### src/rtl/reduce_monitor.sv
// Classifies the upstream AND/OR reduction into IDLE/PARTIAL/FULL, counts
// entries into FULL and activity starts, and offers snapshot reports over valid/ready.
module reduce_monitor #(
  parameter int CNT_W = 8
) (
  input  logic             clk,
  input  logic             rst_n,
  input  logic             all_in,
  input  logic             any_in,
  input  logic             clr,
  input  logic             snap_req,
  input  logic             rpt_ready,
  output logic [1:0]       state,
  output logic [CNT_W-1:0] full_cnt,
  output logic [CNT_W-1:0] act_cnt,
  output logic             err,
  output logic             rpt_valid,
  output logic [CNT_W-1:0] rpt_full,
  output logic [CNT_W-1:0] rpt_act
);

  typedef enum logic [1:0] {
    IDLE    = 2'b00,
    PARTIAL = 2'b01,
    FULL    = 2'b10
  } cls_t;

  localparam logic [CNT_W-1:0] CNT_MAX = '1;
  localparam logic [CNT_W-1:0] CNT_ONE = CNT_W'(1);

  cls_t             cur;
  cls_t             nxt;
  logic             illegal;
  logic             full_inc;
  logic             act_inc;
  logic             snap_acc;
  logic [CNT_W-1:0] full_nxt;
  logic [CNT_W-1:0] act_nxt;

  always_ff @(posedge clk or negedge rst_n) begin
    if (!rst_n) cur <= IDLE;
    else        cur <= nxt;
  end

  // An illegal AND-without-OR input holds the class, so no transition can count.
  always_comb begin
    nxt      = cur;
    illegal  = all_in & ~any_in;
    if (!illegal) begin
      if (any_in && all_in) nxt = FULL;
      else if (any_in)      nxt = PARTIAL;
      else                  nxt = IDLE;
    end
    full_inc = (nxt == FULL) && (cur != FULL);
    act_inc  = (cur == IDLE) && (nxt != IDLE);
    snap_acc = snap_req && !rpt_valid;

    full_nxt = snap_acc ? '0 : full_cnt;
    act_nxt  = snap_acc ? '0 : act_cnt;
    if (full_inc && full_nxt != CNT_MAX) full_nxt = full_nxt + CNT_ONE;
    if (act_inc && act_nxt != CNT_MAX)   act_nxt  = act_nxt + CNT_ONE;
    if (clr) begin
      full_nxt = '0;
      act_nxt  = '0;
    end
  end

  always_ff @(posedge clk or negedge rst_n) begin
    if (!rst_n) begin
      full_cnt <= '0;
      act_cnt  <= '0;
      err      <= 1'b0;
    end else begin
      full_cnt <= full_nxt;
      act_cnt  <= act_nxt;
      if (clr)          err <= 1'b0;
      else if (illegal) err <= 1'b1;
    end
  end

  // Report fields keep their last captured values after the consumer accepts.
  always_ff @(posedge clk or negedge rst_n) begin
    if (!rst_n) begin
      rpt_valid <= 1'b0;
      rpt_full  <= '0;
      rpt_act   <= '0;
    end else if (snap_acc) begin
      rpt_valid <= 1'b1;
      rpt_full  <= full_cnt;
      rpt_act   <= act_cnt;
    end else if (rpt_valid && rpt_ready) begin
      rpt_valid <= 1'b0;
    end
  end

  assign state = cur;

endmodule

### config.mk
export PLATFORM = sky130hd
export DESIGN_NAME = reduce_monitor
export DESIGN_NICKNAME = d
export VERILOG_FILES = /design/src/rtl/reduce_monitor.sv
export SDC_FILE = /design/constraint.sdc
export NUM_CORES = 1
export LEC_CHECK = 0
export CORE_MARGIN = 2
export CORE_UTILIZATION = 49
export CTS_BUF_LIST = sky130_fd_sc_hd__clkbuf_4 sky130_fd_sc_hd__clkbuf_8 sky130_fd_sc_hd__clkbuf_16
export DETAILED_ROUTE_END_ITERATION = 10
export PLACE_DENSITY_LB_ADDON = 0.08
export SLEW_MARGIN = 10
export SYNTH_ARGS = -nofsm -noshare
export SYNTH_HDL_FRONTEND = slang
export SYNTH_SLANG_ARGS = --single-unit
### constraint.sdc
create_clock -name clk -period 2.55 [get_ports clk]
set_clock_uncertainty 0.05 [all_clocks]
set_input_delay 0.6375 -clock clk [delete_from_list [all_inputs] [get_ports clk]]
set_output_delay 0.6375 -clock clk [all_outputs]
set_load 0.01 [all_outputs]
; Word level (Yosys, flattened, before mapping)
; Index checks and enable logic that the tools add are counted.
; W data, S select, Z words.
[totals]
regBits = 36
word_cells = 40
input_bits = 7
[classes]
eq_ne = 4
n_addsub = 2
bitwise = 2
mux = 13
reduce_logical = 12
[op_table]
columns = op, count
row1 = $mux W8, 6
row2 = $add A8 B1 Y8 const B, 2
row3 = $ne A8 B8 Y1 const B, 2
row4 = $logic_and A1 B1 Y1, 7
row5 = $reduce_bool A2 Y1, 3
row6 = $mux W1, 5
row7 = $mux W2, 2
row8 = $eq A2 B2 Y1 const B, 1
row9 = $logic_not A2 Y1, 1
row10 = $ne A2 B2 Y1 const B, 1
row11 = $and A1 B1 Y1, 1
row12 = $logic_not A1 Y1, 1
row13 = $not A1 Y1, 1

; Logic depth before layout (Yosys ltp)
; Gate-level depths: netlist (run 1).
[logic_depth]
word_depth = 8
ltp_mapped = 10
ltp_nobuf = 7

; Worst setup path after synthesis (run 1)
; OpenSTA, ideal clock, no wires.
[synth_timing]
kind = in2reg
start = input snap_req
end = register full_cnt[5]
path_stages = 9
arrival_time_ns = 2.332
path_buffers = 2
setup_ns = 0.078
slack_ns = 0.091
cell_sequence = nand2b_4 > buf_6 > buf_2 > and2_1 > ha_1 > and4_1 > and4_4 > or4b_1 > a21oi_1
[synth_between]
elab_chain_cells = 6
elab_cells_between_ends = 7
classes_between = 1 x add/sub / 1 x eq/ne / 3 x mux / 2 x reduce/logical
[synth_rtl]
columns = element, line_no
row1 = "start, declared", 11  ; input logic snap_req,
row2 = $logic_and A1 B1 Y1 (*), 56  ; snap_acc = snap_req && !rpt_valid;
row3 = $mux W8 (*), 58  ; full_nxt = snap_acc ? '0 : full_cnt;
row4 = "parallel branches: the longest is 2 deep, another holds $add A8 B1 Y8", -
row5 = $mux W8 (*), 60  ; if (full_inc && full_nxt != CNT_MAX) full_nxt = full_nxt + CNT_ONE;
row6 = $mux W8 (*), 62  ; if (clr) begin
row7 = net full_nxt[5], 37  ; logic [CNT_W-1:0] full_nxt;
row8 = "end signal, assigned", 74  ; full_cnt <= full_nxt;
row9 = "end, declared", 14  ; output logic [CNT_W-1:0] full_cnt,
; Mark *: on every way through the listed nets, which the timed path passes.
; A chain may end at the register's enable or synchronous reset.

; Worst setup path after layout (run 1)
[layout_timing]
start = register rpt_valid
end = register full_cnt[5]
[layout_between]
elab_chain_cells = 7
elab_cells_between_ends = 8
classes_between = 1 x add/sub / 1 x eq/ne / 3 x mux / 3 x reduce/logical
[layout_rtl]
columns = element, line_no
row1 = "start, declared", 17  ; output logic rpt_valid,
row2 = "start signal, assigned", 84  ; rpt_valid <= 1'b0;
row3 = "start signal, assigned", 88  ; rpt_valid <= 1'b1;
row4 = "start signal, assigned", 92  ; rpt_valid <= 1'b0;
row5 = $logic_not A1 Y1 (*), 56
row6 = $logic_and A1 B1 Y1 (*), 56
row7 = $mux W8 (*), 58
row8 = "parallel branches: the longest is 2 deep, another holds $add A8 B1 Y8", -
row9 = $mux W8 (*), 60
row10 = $mux W8 (*), 62
row11 = net full_nxt[5], 37
; Marked as above.

==> metrics.cfg, run 1 <==
[route]
wl_per_cell_um=14.62
ant_nets=0
finalWirelength_mm=4.283
drcViolationCount=0
drt_iter0_drc=113
vias_per_cell=5.580
dr.pass1.iters=4
num_vias=1635

[synth]
synth_adder_area_share_pct=1.422
ys.flop_type=dfrtp_1
synth_top_family_by_area=simple AND/OR/NAND/NOR gates
synth_compound_area_share_pct=11.95
ys_warn_count=0
async_flop_share_pct=100.0
syn_area_per_cell_um2=9.115
synth_edf_count=0
yosys.area_share.simple_pct=31.93
syn_inst=193
ys_types=41
ys_seq_area_share_pct=51.21
synth-xor-area-share_pct=0
ys_seq_elements=36
synth.mux.area_fraction_pct=0
netlist_area_um2=1759
syn_nets=202

[worst_setup_path]
crit_path_max_incr_delay_ps=460
r2r_slack_ps=390
crit_buf_inv=0
path_cells=nand2b_4, and2_1, ha_1, and4_1, and4_4, or4b_1, a21oi_1
critPathSlowestCell=or4b_1
worstSetupEndpointType=flip-flop
critPathKind=flip-flop to flip-flop
crit_path_start_kind=flip-flop
cp_data_required_time_ps=2770
cp.arrival_ps=2380
path_delay_family=simple AND/OR/NAND/NOR gates
cp_max_fo=8

[floorplanning]
rows=21
dieArea_um2=4086
die_y_um=63.92
core_area_um2=3390
io_pins=43
start_util_pct=51.90
die_w_um=63.92

[clock_network]
cts_root_buf=clkbuf_4
worst_skew_pair.late_latency_ps=350
clock_path_buffers=2
clk_pin_slew_ps=100
numCtsBuffers=5
ctsHoldBuffers=0
cts_tree=done
cts_sinks=36
post-cts-setup-buffer-count=0
htreeDepth=2

[min_path]
hold_class=flip-flop to flip-flop

[global_routing]
grt_max_degree=37
grt_pass1_vias=1485
track_usage_pct=22.76
overflow=0
antenna_found_initial=0
grt_pass1_wl_mm=7.196

[pwr]
p_int_uw=798.7
p_leak_nw=1.070
power_density_nw_per_um2=455.9
irDropWorstVdd_uv=409.9
p_sw_uw=278.8
switching_share_pct=25.88
comb_power_share_pct=12.6
clockPowerShare_pct=32.0
seq_power_share_pct=55.3

[finish]
seq_area_um2=900.9
multi_input_area_um2=797.0
post-route-util_pct=69.73
syn_to_final_growth_pct=34.35
antenna_cells=0
final_layout_size_suffix_gt1_share_pct=11.34
fin_nets=256
fillers=272

[placement]
dpl.hpwl_mm=3.103
place_congestion=0.8813
port_buffers=42

[timing]
period_share_pct=84.71
hold_viol_final=0
fin_tns_setup_ps=0
max_freq_mhz=462.9
rsz0062_at_grt=false
slew_violations=0
setup_viol=0
min_period_ps=2160
worstMarginPinSlew_ps=464.0
relSlewSlack_pct=68.83

[run_status]
status=complete, no violations

[run]
max_cap_violations=0

[logic make-up after synthesis]
group / count (synthesis)
AOI/OAI and AO/OA: 33
adders and majority gates: 2
buffers and inverters: 13
DFF: 36
and+or+nand+nor: 109
[worst register-to-register path: stages (launching register included)]
cell and delay, ps:
dfrtp_1 420, nand2b_4 190, and2_1 190, ha_1 210
and4_1 210, and4_4 200, or4b_1 460, a21oi_1 160
[through the flow]
step / power [mW] / hold slack [ps] / setup slack (ps) / instances / cell area, µm²
2_1_floorplan: 0.6717 / 291.9 / 90.67 / 193 / 1759
3_3_place_gp: 0.7404 / 405.3 / -195.4 / 286 / 2296
3_5_place_dp: 0.7436 / 411.8 / -278.2 / 286 / 2296
4_1_cts: 1.085 / 435.7 / 69.58 / 293 / 2361
5_1_grt: 1.118 / 460.1 / 309.9 / 293 / 2364
6_report: 1.078 / 428.8 / 389.8 / 293 / 2364
[what timing repair did]
action | 4_1_cts | 5_1_grt
setup endpoints to repair | 0 | 1
endpoints found under the hold margin | 0 | 0
gates resized for setup | 0 | 1
[cell usage after synthesis, types with 5 or more instances]
cell      n  share of area [%]
nand2_1  52                 11
and2_1    6                2.1
nor3_1    7                2.0
dfrtp_1  36                 51
nor2_1    6                1.3
nand3_1   7                2.0
a21oi_1   9                2.6
o21ai_0  10                2.8
or3_1     5                1.8
and4_1    5                2.5
nand4_1   6                2.1
[routing by layer]
metal | track usage (%) | up-vias | part of all wire, %
met2 | 35.94 | 56 | 47
met3 | 4.049 | 7 | 6.6
li1 | - | 789 | -
met4 | 9.511 | 0 | 1.3
met1 | 30.93 | 783 | 45
met5 | 0 | - | 0
[cell type report]
cell class                 count  area share, %
clock buffer                   7          2.753
inverter                       4         0.6353
multi-input combinational    144          33.72
sequential                    36          38.12
tap                           46          2.435
timing repair buffer          56          22.34
[worst paths after layout]
check / from / to / depth (start not counted)
min in group asynchronous: rst_n / full_cnt[7] / 2
worst min register to register: rpt_act[7] / rpt_act[7] / 2
worst max register to register: rpt_valid / full_cnt[5] / 7
worst min-delay path: rpt_act[7] / rpt_act[7] / 2
worst max-delay path: rpt_valid / full_cnt[5] / 7
max in group asynchronous: rst_n / rpt_act[6] / 2
[cell usage in the layout, fill, tap and decap left out, types with 2 or more instances in the layout]
cell type	Yosys	final
or3_1	5	5
nor2_1	6	6
nand2_1	52	52
nor2b_1	3	3
clkbuf_4	0	5
dfrtp_1	36	36
a21oi_1	9	9
clkbuf_8	0	2
nor3_1	7	7
o21ai_0	10	10
buf_4	0	14
inv_1	4	4
ha_1	2	2
a311oi_1	2	2
nor4_1	2	2
o21a_1	2	2
and4_1	5	5
nand3_1	7	7
nand4_1	6	6
clkdlybuf4s50_1	0	41
and2_1	6	6
[power by group through the flow]
stage	logic (mW)	registers [mW]	clock network [mW]
2_1_floorplan	0.0604	0.611	0
3_3_place_gp	0.134	0.606	0
3_5_place_dp	0.137	0.607	0
4_1_cts	0.137	0.596	0.351
5_1_grt	0.149	0.598	0.371
6_report	0.136	0.596	0.345
[sequential cells by signal, summed over array words and instances (netlist names)]
signal and count:
act_cnt 8, full_cnt 8, rpt_act 8, rpt_full 8
state 2, err 1, rpt_valid 1
(Power assumes the default switching activity.)
==> run 2, diff against run 1 <==
--- a/config.mk
+++ b/config.mk
@@ -6,7 +6,7 @@
 export NUM_CORES = 1
 export LEC_CHECK = 0
 export CORE_MARGIN = 2
-export CORE_UTILIZATION = 49
+export CORE_UTILIZATION = 44
 export CTS_BUF_LIST = sky130_fd_sc_hd__clkbuf_4 sky130_fd_sc_hd__clkbuf_8 sky130_fd_sc_hd__clkbuf_16
 export DETAILED_ROUTE_END_ITERATION = 10
 export PLACE_DENSITY_LB_ADDON = 0.08
==> constraint.sdc (replaced) <==
create_clock -name clk -period 1.9 [get_ports clk]
set_clock_uncertainty 0.05 [all_clocks]
set_input_delay 0.475 -clock clk [delete_from_list [all_inputs] [get_ports clk]]
set_output_delay 0.475 -clock clk [all_outputs]
set_load 0.01 [all_outputs]
==> run 2 against run 1 <==
Net effect:
- cell area grew 14%
- hold slack lost 1.3 ps
- core utilization grew 2.0 points
- register-to-register slack lost 440 ps
- die area grew 11%
- the flow now finishes with violations (setup timing)
- sequential share of layout area shrank 4.3 points
- critical endpoint is now act_cnt[7]
- worst setup slack lost 440 ps
- power grew 49%
- non-clock buffer count grew 23
- wire length grew 10%
- first-iteration DRC count grew 19%
==> metrics.cfg, run 2 (synthesis results as in run 1) <==
[run_status]
status=finished, violations left  ; was complete, no violations
violations=setup timing

[timing]
period_share_pct=102.8  ; was 84.71%
max_freq_mhz=511.7  ; was 462.9 MHz
fin_tns_setup_ps=-99.46  ; was 0 ps
min_period_ps=1954  ; was 2160 ps
hold_ws_ps=427.5  ; was 428.8 ps
relSlewSlack_pct=69.72  ; was 68.83%
setup_ws_ps=-54.09  ; was 389.8 ps
rsz0062_at_grt=true  ; was false
hold_viol_final=0  ; unchanged
setup_viol=4  ; was 0
slew_violations=0  ; unchanged
worstMarginPinSlew_ps=454.2  ; was 464.0 ps

[finish]
final_layout_size_suffix_gt1_share_pct=29.89  ; was 11.34%
final_cells=319  ; was 293
multi_input_area_um2=907.1  ; was 797.0 µm²
syn_to_final_growth_pct=52.63  ; was 34.35%
fin_area_um2=2685  ; was 2364 µm²
antenna_cells=0  ; unchanged
fin_nets=279  ; was 256
final_common_cell=nand2_1  ; unchanged
fillers=292  ; was 272
mostFrequentLayoutCells=52 x nand2_1, 40 x clkdlybuf4s50_1, 34 x buf_4  ; was 52 x nand2_1, 41 x clkdlybuf4s50_1, 36 x dfrtp_1
seq_area_um2=907.1  ; was 900.9 µm²
post-route-util_pct=71.72  ; was 69.73%

[worst_setup_path]
cp_max_fo=6  ; was 8
worstSetupEndpointType=flip-flop  ; unchanged
critPathKind=flip-flop to flip-flop  ; unchanged
critPathSlowestCell=dfrtp_1  ; was or4b_1
crit_path_max_incr_delay_ps=380  ; was 460 ps
crit_path_frequent_cell=buf_6
cp.arrival_ps=2070  ; was 2380 ps
cp_data_required_time_ps=2020  ; was 2770 ps
crit_path_start_kind=flip-flop  ; unchanged
path_cells=nand2b_4, buf_6, and2_4, ha_4, and4_4, buf_6, buf_4, nand3_1, and4_1, nor3_2  ; was nand2b_4, and2_1, ha_1, and4_1, and4_4, or4b_1, a21oi_1

[clock_network]
clock_path_buffers=2  ; unchanged
cts_root_buf=clkbuf_8  ; was clkbuf_4
htreeDepth=2  ; unchanged
worst_skew_pair.late_latency_ps=280  ; was 350 ps
numCtsBuffers=5  ; unchanged
ctsHoldBuffers=0  ; unchanged
clk_pin_slew_ps=70  ; was 100 ps
cts_tree=done  ; unchanged
cts_sinks=36  ; unchanged

[pwr]
power_density_nw_per_um2=599.8  ; was 455.9 nW/µm²
irDropWorstVdd_uv=429.3  ; was 409.9 µV
seq_power_share_pct=49.5  ; was 55.3%
switching_share_pct=25.79  ; was 25.88%
p_leak_nw=1.192  ; was 1.070 nW
p_sw_uw=415.4  ; was 278.8 µW
comb_power_share_pct=15.5  ; was 12.6%
clockPowerShare_pct=35.0  ; was 32.0%
p_int_mw=1.195  ; was 798.7 µW

[placement]
dpl.hpwl_mm=3.435  ; was 3.103 mm
place_congestion=0.8981  ; was 0.8813
dp_cells=306  ; was 286
port_buffers=42  ; unchanged
dpl_cell_area_um2=2469  ; was 2296 µm²

[global_routing]
overflow=0  ; unchanged
track_usage_pct=22.37  ; was 22.76%
grt_pass1_vias=1632  ; was 1,485
grt_pass1_wl_mm=7.645  ; was 7.196 mm
grt_max_degree=37  ; unchanged
antenna_found_initial=0  ; unchanged

[floorplanning]
io_pins=43  ; unchanged
die_y_um=67.23  ; was 63.92 µm
core_area_um2=3744  ; was 3390 µm²
rows=22  ; was 21
start_util_pct=46.99  ; was 51.90%
dieArea_um2=4520  ; was 4086 µm²
die_w_um=67.23  ; was 63.92 µm

[route]
drt_iter0_drc=135  ; was 113
ant_nets=0  ; unchanged
num_vias=1741  ; was 1,635
dr.pass1.iters=4  ; unchanged
finalWirelength_mm=4.716  ; was 4.283 mm
drcViolationCount=0  ; unchanged
vias_per_cell=5.458  ; was 5.580
wl_per_cell_um=14.78  ; was 14.62 µm

[min_path]
hold_class=flip-flop to flip-flop  ; unchanged

[run]
max_cap_violations=0  ; unchanged

-- run 2: cell count changes in the layout (fill, tap and decap cells not counted), moves of 3 or more --
cell,delta
buf_4,+20
a21oi_1,-5
a21oi_2,+5
clkbuf_4,-5
dfrtp_1,-5
dfrtp_2,+5
and2_1,-4
clkbuf_8,+4
and2_4,+3
buf_6,+3
nor3_1,-3
nor3_2,+3
or3_1,-3
or3_4,+3
-- run 2: stage by stage --
step | power (mW) | setup WS, ps
after floorplan | 0.9081 | -286.9
after global placement | 1.032 | -625.1
after detailed placement | 1.037 | -670.1
after CTS | 1.610 | -79.69
after global routing | 1.681 | -123.1
final | 1.610 | -54.09
-- run 2: power groups by stage --
stage | sequential [mW] | clock, mW | combinational [mW]
after floorplan | 0.821 | 0 | 0.0876
after global placement | 0.810 | 0 | 0.222
after detailed placement | 0.811 | 0 | 0.226
after CTS | 0.797 | 0.573 | 0.240
after global routing | 0.799 | 0.611 | 0.272
final | 0.797 | 0.564 | 0.249
-- run 2: cell type report --
| cell class | instances | area share, % |
|---|---|---|
| Inverter | 4 | 0.5592 |
| Timing Repair Buffer | 79 | 26.19 |
| Clock buffer | 6 | 3.075 |
| Tap cell | 48 | 2.237 |
| Clock inverter | 2 | 0.3728 |
| Sequential cell | 36 | 33.78 |
| Multi-Input combinational cell | 144 | 33.78 |
-- run 2: final timing paths --
check | from | end | slack [ps] | depth (start not counted)
setup / recovery | rpt_valid | act_cnt[7] | -50 | 10
hold / removal | rpt_act[1] | rpt_act[1] | 430 | 2
max in group asynchronous | rst_n | full_cnt[3] | 900 | 2
setup reg to reg | rpt_valid | act_cnt[7] | -50 | 10
hold reg to reg | rpt_act[1] | rpt_act[1] | 430 | 2
min in group asynchronous | rst_n | rpt_act[1] | 560 | 2
-- run 2: layer usage --
metal	track usage (%)	up-vias	wire [µm]
met4	5.102	0	55
met1	31.99	823	2162
met2	34.41	70	2180
met5	0	-	0
li1	-	839	-
met3	5.333	9	317
-- run 2: worst max-delay path, delay by kind of cell (launching register included) --
kind,cells,cell delay [ps]
simple gates,6,920
buf+inv,3,350
flops,1,380
fa+ha+maj,1,150
-- run 2: what timing repair did --
| item | CTS | global route |
|---|---|---|
| gates resized for setup | 11 | 22 |
| setup endpoints to repair | 17 | 17 |
| pin swaps | 5 | 8 |
| setup buffers | 3 | 2 |
| endpoints found under the hold margin | 0 | 0 |
==> variant 1, RTL diff (flow settings as in run 1) <==
Reset style: synchronous (`rst_n`), changed in 3 clocked blocks.
--- a/src/rtl/reduce_monitor.sv
+++ b/src/rtl/reduce_monitor.sv
@@ -37,7 +37,7 @@
   logic [CNT_W-1:0] full_nxt;
   logic [CNT_W-1:0] act_nxt;
 
-  always_ff @(posedge clk or negedge rst_n) begin
+  always_ff @(posedge clk) begin
     if (!rst_n) cur <= IDLE;
     else        cur <= nxt;
   end
@@ -65,7 +65,7 @@
     end
   end
 
-  always_ff @(posedge clk or negedge rst_n) begin
+  always_ff @(posedge clk) begin
     if (!rst_n) begin
       full_cnt <= '0;
       act_cnt  <= '0;
@@ -79,7 +79,7 @@
   end
 
   // Report fields keep their last captured values after the consumer accepts.
-  always_ff @(posedge clk or negedge rst_n) begin
+  always_ff @(posedge clk) begin
     if (!rst_n) begin
       rpt_valid <= 1'b0;
       rpt_full  <= '0;
Formal check against the unedited RTL: differs if rst_n is asserted again (counterexample within 4 cycles, from zero or initial values and one cycle with rst_n low); with rst_n held inactive, the same outputs for 10 cycles.
==> variant 1 against run 1 <==
  * Sequential cell count did not move
  * Sequential share of layout area decreased by 3.7 points
  * Setup slack better by 0.035 ns
  * Routed wire length is 18% lower
  * Final area down 11%
  * Global-route usage down 1.2 points
  * Register-to-register slack improved by 0.40 ns
  * Die area decreased by 12%
  * Power shrank 1.3%
  * Area after synthesis shrank 13%
  * Count of clock-buffer cells in the layout shrank 1
  * Highest routed layer unchanged
==> variant 1: results (changes against run 1) <==
Global routing
  – Largest net degree at the start of global routing: 20 (was 37)
  – Global-route usage over all layers: 21.55% (was 22.76%)
  – Number of global-route vias before repair: 1323 (was 1485)
  – First-pass GRT wire length: 5.727 mm (was 7.196 mm)

Routing
  – Vias per cell: 5.244 (was 5.580)
  – First DRT Iteration DRCs: 65 (was 113)
  – Wire length per cell: 12.94 µm (was 14.62 µm)

Yosys
  – Post-synthesis xor/xnor area fraction: 0.5691% (was 0%)
  – Area fraction in compound gates after synthesis: 19.11% (was 11.95%)
  – Ys async rst share: 0% (was 100.0%)
  – Yosys cell types: 34 (was 41)
  – Post-Syn Nets: 187 (was 202)
  – Register area share after synthesis: 46.83% (was 51.21%)
  – Synth top cells by count: 42 x nand2_1, 36 x dfxtp_1, 16 x a21boi_0 (was 52 x nand2_1, 36 x dfrtp_1, 10 x o21ai_0)
  – Mux cell area share after synthesis: 1.382% (was 0%)
  – Synth area leaders: dfxtp_1 47%, nand2_1 10%, a21boi_0 7.8% (was dfrtp_1 51%, nand2_1 11%, o21ai_0 2.8%)
  – Post-synthesis adder-cell area fraction: 0% (was 1.422%)

Critical path
  – CP max stage delay: 0.59 ns (was 0.46 ns)
  – CP max stage cell: clkdlybuf4s50_1 (was or4b_1)
  – CP Max Fanout: 9 (was 8)
  – Worst r2r src: full_cnt[2] (was rpt_valid)

Run status
  – Status: completed (unchanged)

Place
  – DP Area: 2014 µm² (was 2296 µm²)
  – Hpwl dp: 2.607 mm (was 3.103 mm)
  – Gpl congestion: 0.8270 (was 0.8813)

Finish
  – Nets: 232 (was 256)
variant 1: final timing paths:
kind	to	slack, ns	cells past startpoint
setup reg to reg	full_cnt[4]	0.79	4
setup / recovery	act_cnt[4]	0.42	1
hold / removal	rpt_act[6]	0.42	2
hold reg to reg	rpt_act[6]	0.42	2
variant 1: area by class of cell:
type / instances / area [µm²] / share of cell area (%)
Timing Repair Buffer: 49 / 473.0 / 22.58
Clock inverter: 2 / 35.03 / 1.673
Clock buffer: 6 / 45.04 / 2.151
Sequential cell: 36 / 720.7 / 34.41
Multi-Input combinational cell: 129 / 750.7 / 35.84
Inverter: 4 / 15.01 / 0.7168
Tap cell: 44 / 55.05 / 2.628
variant 1: power breakdown:
part	total, µW	internal (µW)	switching (µW)
combinational	80.4	38.7	41.7
sequential	574	568	6.29
clock	410	216	193
variant 1: cell families (layout without fill, tap and decap cells):
family	after synthesis	count (layout)
mux	2	2
simple gates	85	85
buf+inv	15	61
compound gates	41	41
xor+xnor	1	1
flops	36	36
variant 1: through the flow:
stage          utilization, %  cells  hold slack [ns]  setup WS, ns  power (µW)
2_1_floorplan               -    180           0.4376        0.6848       631.5
3_3_place_gp            66.53    262           0.3980        0.1825       665.8
3_5_place_dp            66.53    262           0.4049        0.1097       667.2
4_1_cts                 69.17    270           0.4213        0.4034        1076
5_1_grt                 69.17    270           0.4370        0.3359        1098
6_report                69.17    270           0.4155        0.4246        1064
variant 1: per-layer routing:
metal / up-vias / wire, µm / GRT usage, %
li1: 706 / - / -
met1: 659 / 1504 / 24.23
met2: 43 / 1756 / 37.58
met3: 8 / 177 / 6.277
met4: 0 / 56 / 9.206
met5: - / 0 / 0
==> variant 2, RTL diff (flow settings as in run 1) <==
Without the edit above. Set the parameter `CNT_W` to 7 (it was 8).
--- a/src/rtl/reduce_monitor.sv
+++ b/src/rtl/reduce_monitor.sv
@@ -1,7 +1,7 @@
 // Classifies the upstream AND/OR reduction into IDLE/PARTIAL/FULL, counts
 // entries into FULL and activity starts, and offers snapshot reports over valid/ready.
 module reduce_monitor #(
-  parameter int CNT_W = 8
+  parameter int CNT_W = 7
 ) (
   input  logic             clk,
   input  logic             rst_n,
Ports: changed (resized act_cnt, full_cnt, rpt_act and rpt_full); port bits go from 43 to 39. The function was not compared with the original's and may differ.
==> variant 2 against run 1 <==
  * Hold slack improved by 0.0037 ns
  * Critical path depth rose by 1
  * Area after synthesis decreased by 13%
  * Sequential cell count is 4 lower
  * Power shrank 6.5%
  * Core utilization is 1.3 points lower
  * Global-route usage rose by 1.8 points
  * Clock power is 4% lower
  * Final area shrank 12%
  * Setup slack lost 0.094 ns
  * Routed wire length down 14%
  * Highest routed layer unchanged
==> variant 2: results (changes against run 1) <==
CTS
  – H-tree Lvls: 2 (unchanged)
  – Root Driver: clkbuf_4 (unchanged)
  – Post-CTS setup buffers: 0 (unchanged)
  – Worst-path clk slew: 0.10 ns (about the same)
  – CTS Buffer Depth: 2 (unchanged)
  – Skew-Pair Late Insertion Delay: 0.34 ns
  – Post_cts resized: 0 (unchanged)

Yosys
  – Mux cell area share after synthesis: 1.951% (was 0%)
  – Post-synthesis adder-cell area fraction: 1.626% (was 1.422%)
  – Register area share after synthesis: 52.03% (was 51.21%)
  – Ys async rst share: 100.0% (unchanged)
  – Post-synthesis xor/xnor area fraction: 0% (unchanged)
  – Yosys cell types: 36 (was 41)
  – Main combinational cell family by area after synthesis: simple AND/OR/NAND/NOR gates (unchanged)
  – Synth top cells by count: 49 x nand2_1, 32 x dfrtp_1, 11 x nor2_1 (was 52 x nand2_1, 36 x dfrtp_1, 10 x o21ai_0)
  – Mapped Avg Cell Area: 9.161 µm² (was 9.115 µm²)
  – Synth area leaders: dfrtp_1 52%, nand2_1 12%, nor2_1 2.7% (was dfrtp_1 51%, nand2_1 11%, o21ai_0 2.8%)
  – Syn. warnings: 0 (unchanged)
  – Post-Syn Nets: 177 (was 202)
  – Area fraction in compound gates after synthesis: 13.50% (was 11.95%)

Place
  – Pre-CTS WS: -0.06372 ns (was -0.2782 ns)
  – Port bufs: 38 (was 42)
  – Hpwl dp: 2.728 mm (was 3.103 mm)
  – Gpl congestion: 0.8962 (was 0.8813)
  – Post-Place Cells: 252 (was 286)
  – DP Area: 2004 µm² (was 2296 µm²)

Critical path
  – CP Max Fanout: 7 (was 8)
  – Worst path arrival time: 2.43 ns (was 2.38 ns)

Global routing
  – Largest net degree at the start of global routing: 33 (was 37)
  – Initial antenna violation count: 0 (unchanged)
  – Met1 GRT Util: 28.08% (was 30.93%)
  – Grt met2 use: 42.70% (was 35.94%)
  – Number of global-route vias before repair: 1454 (was 1485)
  – Global-route usage over all layers: 24.51% (was 22.76%)
  – First-pass GRT wire length: 6.513 mm (was 7.196 mm)
  – M3 GR Usage: 6.710% (was 4.049%)

Power and ir drop
  – VDD IR max: 0.0004397 V (was 0.0004099 V)
  – P_leak: 0.0009133 µW (was 0.001070 µW)

Routing
  – Routed vias: 1437 (was 1635)
  – DRT Wirelength: 3.702 mm (was 4.283 mm)
  – First DRT Iteration DRCs: 50 (was 113)

Finish
  – Layout cells sized above 1: 9.722% (was 11.34%)
  – Finished Layout Cells: 260 (was 293)
  – Layout area overhead: 34.55% (was 34.35%)
  – Number of fill cells: 253 (was 272)
  – Nets: 224 (was 256)

Hold path
  – Hold crit path type: reg -> reg (unchanged)

STA
  – Worst Max-Slew Pin Slew: 0.4592 ns (was 0.4640 ns)

Run status
  – Status: completed (unchanged)
-- variant 2: worst paths after layout --
check / start / endpoint / slack [ns] / cells past startpoint
worst min-delay path: rpt_act[6] / rpt_act[6] / 0.43 / 2
max in group asynchronous: rst_n / rpt_act[6] / 1.51 / 2
worst max register to register: rpt_valid / full_cnt[4] / 0.56 / 7
worst min register to register: rpt_act[6] / rpt_act[6] / 0.43 / 2
min in group asynchronous: rst_n / rpt_act[4] / 0.63 / 2
worst max-delay path: snap_req / full_cnt[4] / 0.30 / 8
-- variant 2: cells by family after synthesis --
group / Yosys count
AO/OA/AOI/OAI: 29
adder cells (fa/ha/maj): 2
buffers and inverters: 12
flip-flops: 32
multiplexers: 3
AND/OR/NAND/NOR: 90
-- variant 2: per-layer routing --
| layer | vias to the layer above | share of wire [%] |
|---|---|---|
| li1 | 676 | - |
| met1 | 701 | 42 |
| met2 | 48 | 51 |
| met3 | 12 | 4.8 |
| met4 | 0 | 2.1 |
| met5 | - | 0 |
-- variant 2: critical path, stage by stage --
cell             delay (ns)
clkdlybuf4s50_1        0.42
nand2b_2               0.12
and2_1                 0.19
ha_1                   0.23
inv_1                  0.07
nor4_1                 0.45
mux2i_1                0.24
nor2_1                 0.05
-- variant 2: area by class of cell --
| class | instances | share of cell area (%) |
|---|---|---|
| flip-flops and latches | 32 | 38.67 |
| multi-input cells | 124 | 33.29 |
| clock buffers | 8 | 3.202 |
| repair buffers | 45 | 20.91 |
| well taps | 44 | 2.659 |
| inverters | 7 | 1.269 |
-- variant 2: report_power, final --
part | total, µW | internal (µW) | switching (µW)
Sequential | 537 | 522 | 14.8
Combinational | 140 | 63.9 | 76.1
Clock | 331 | 157 | 174
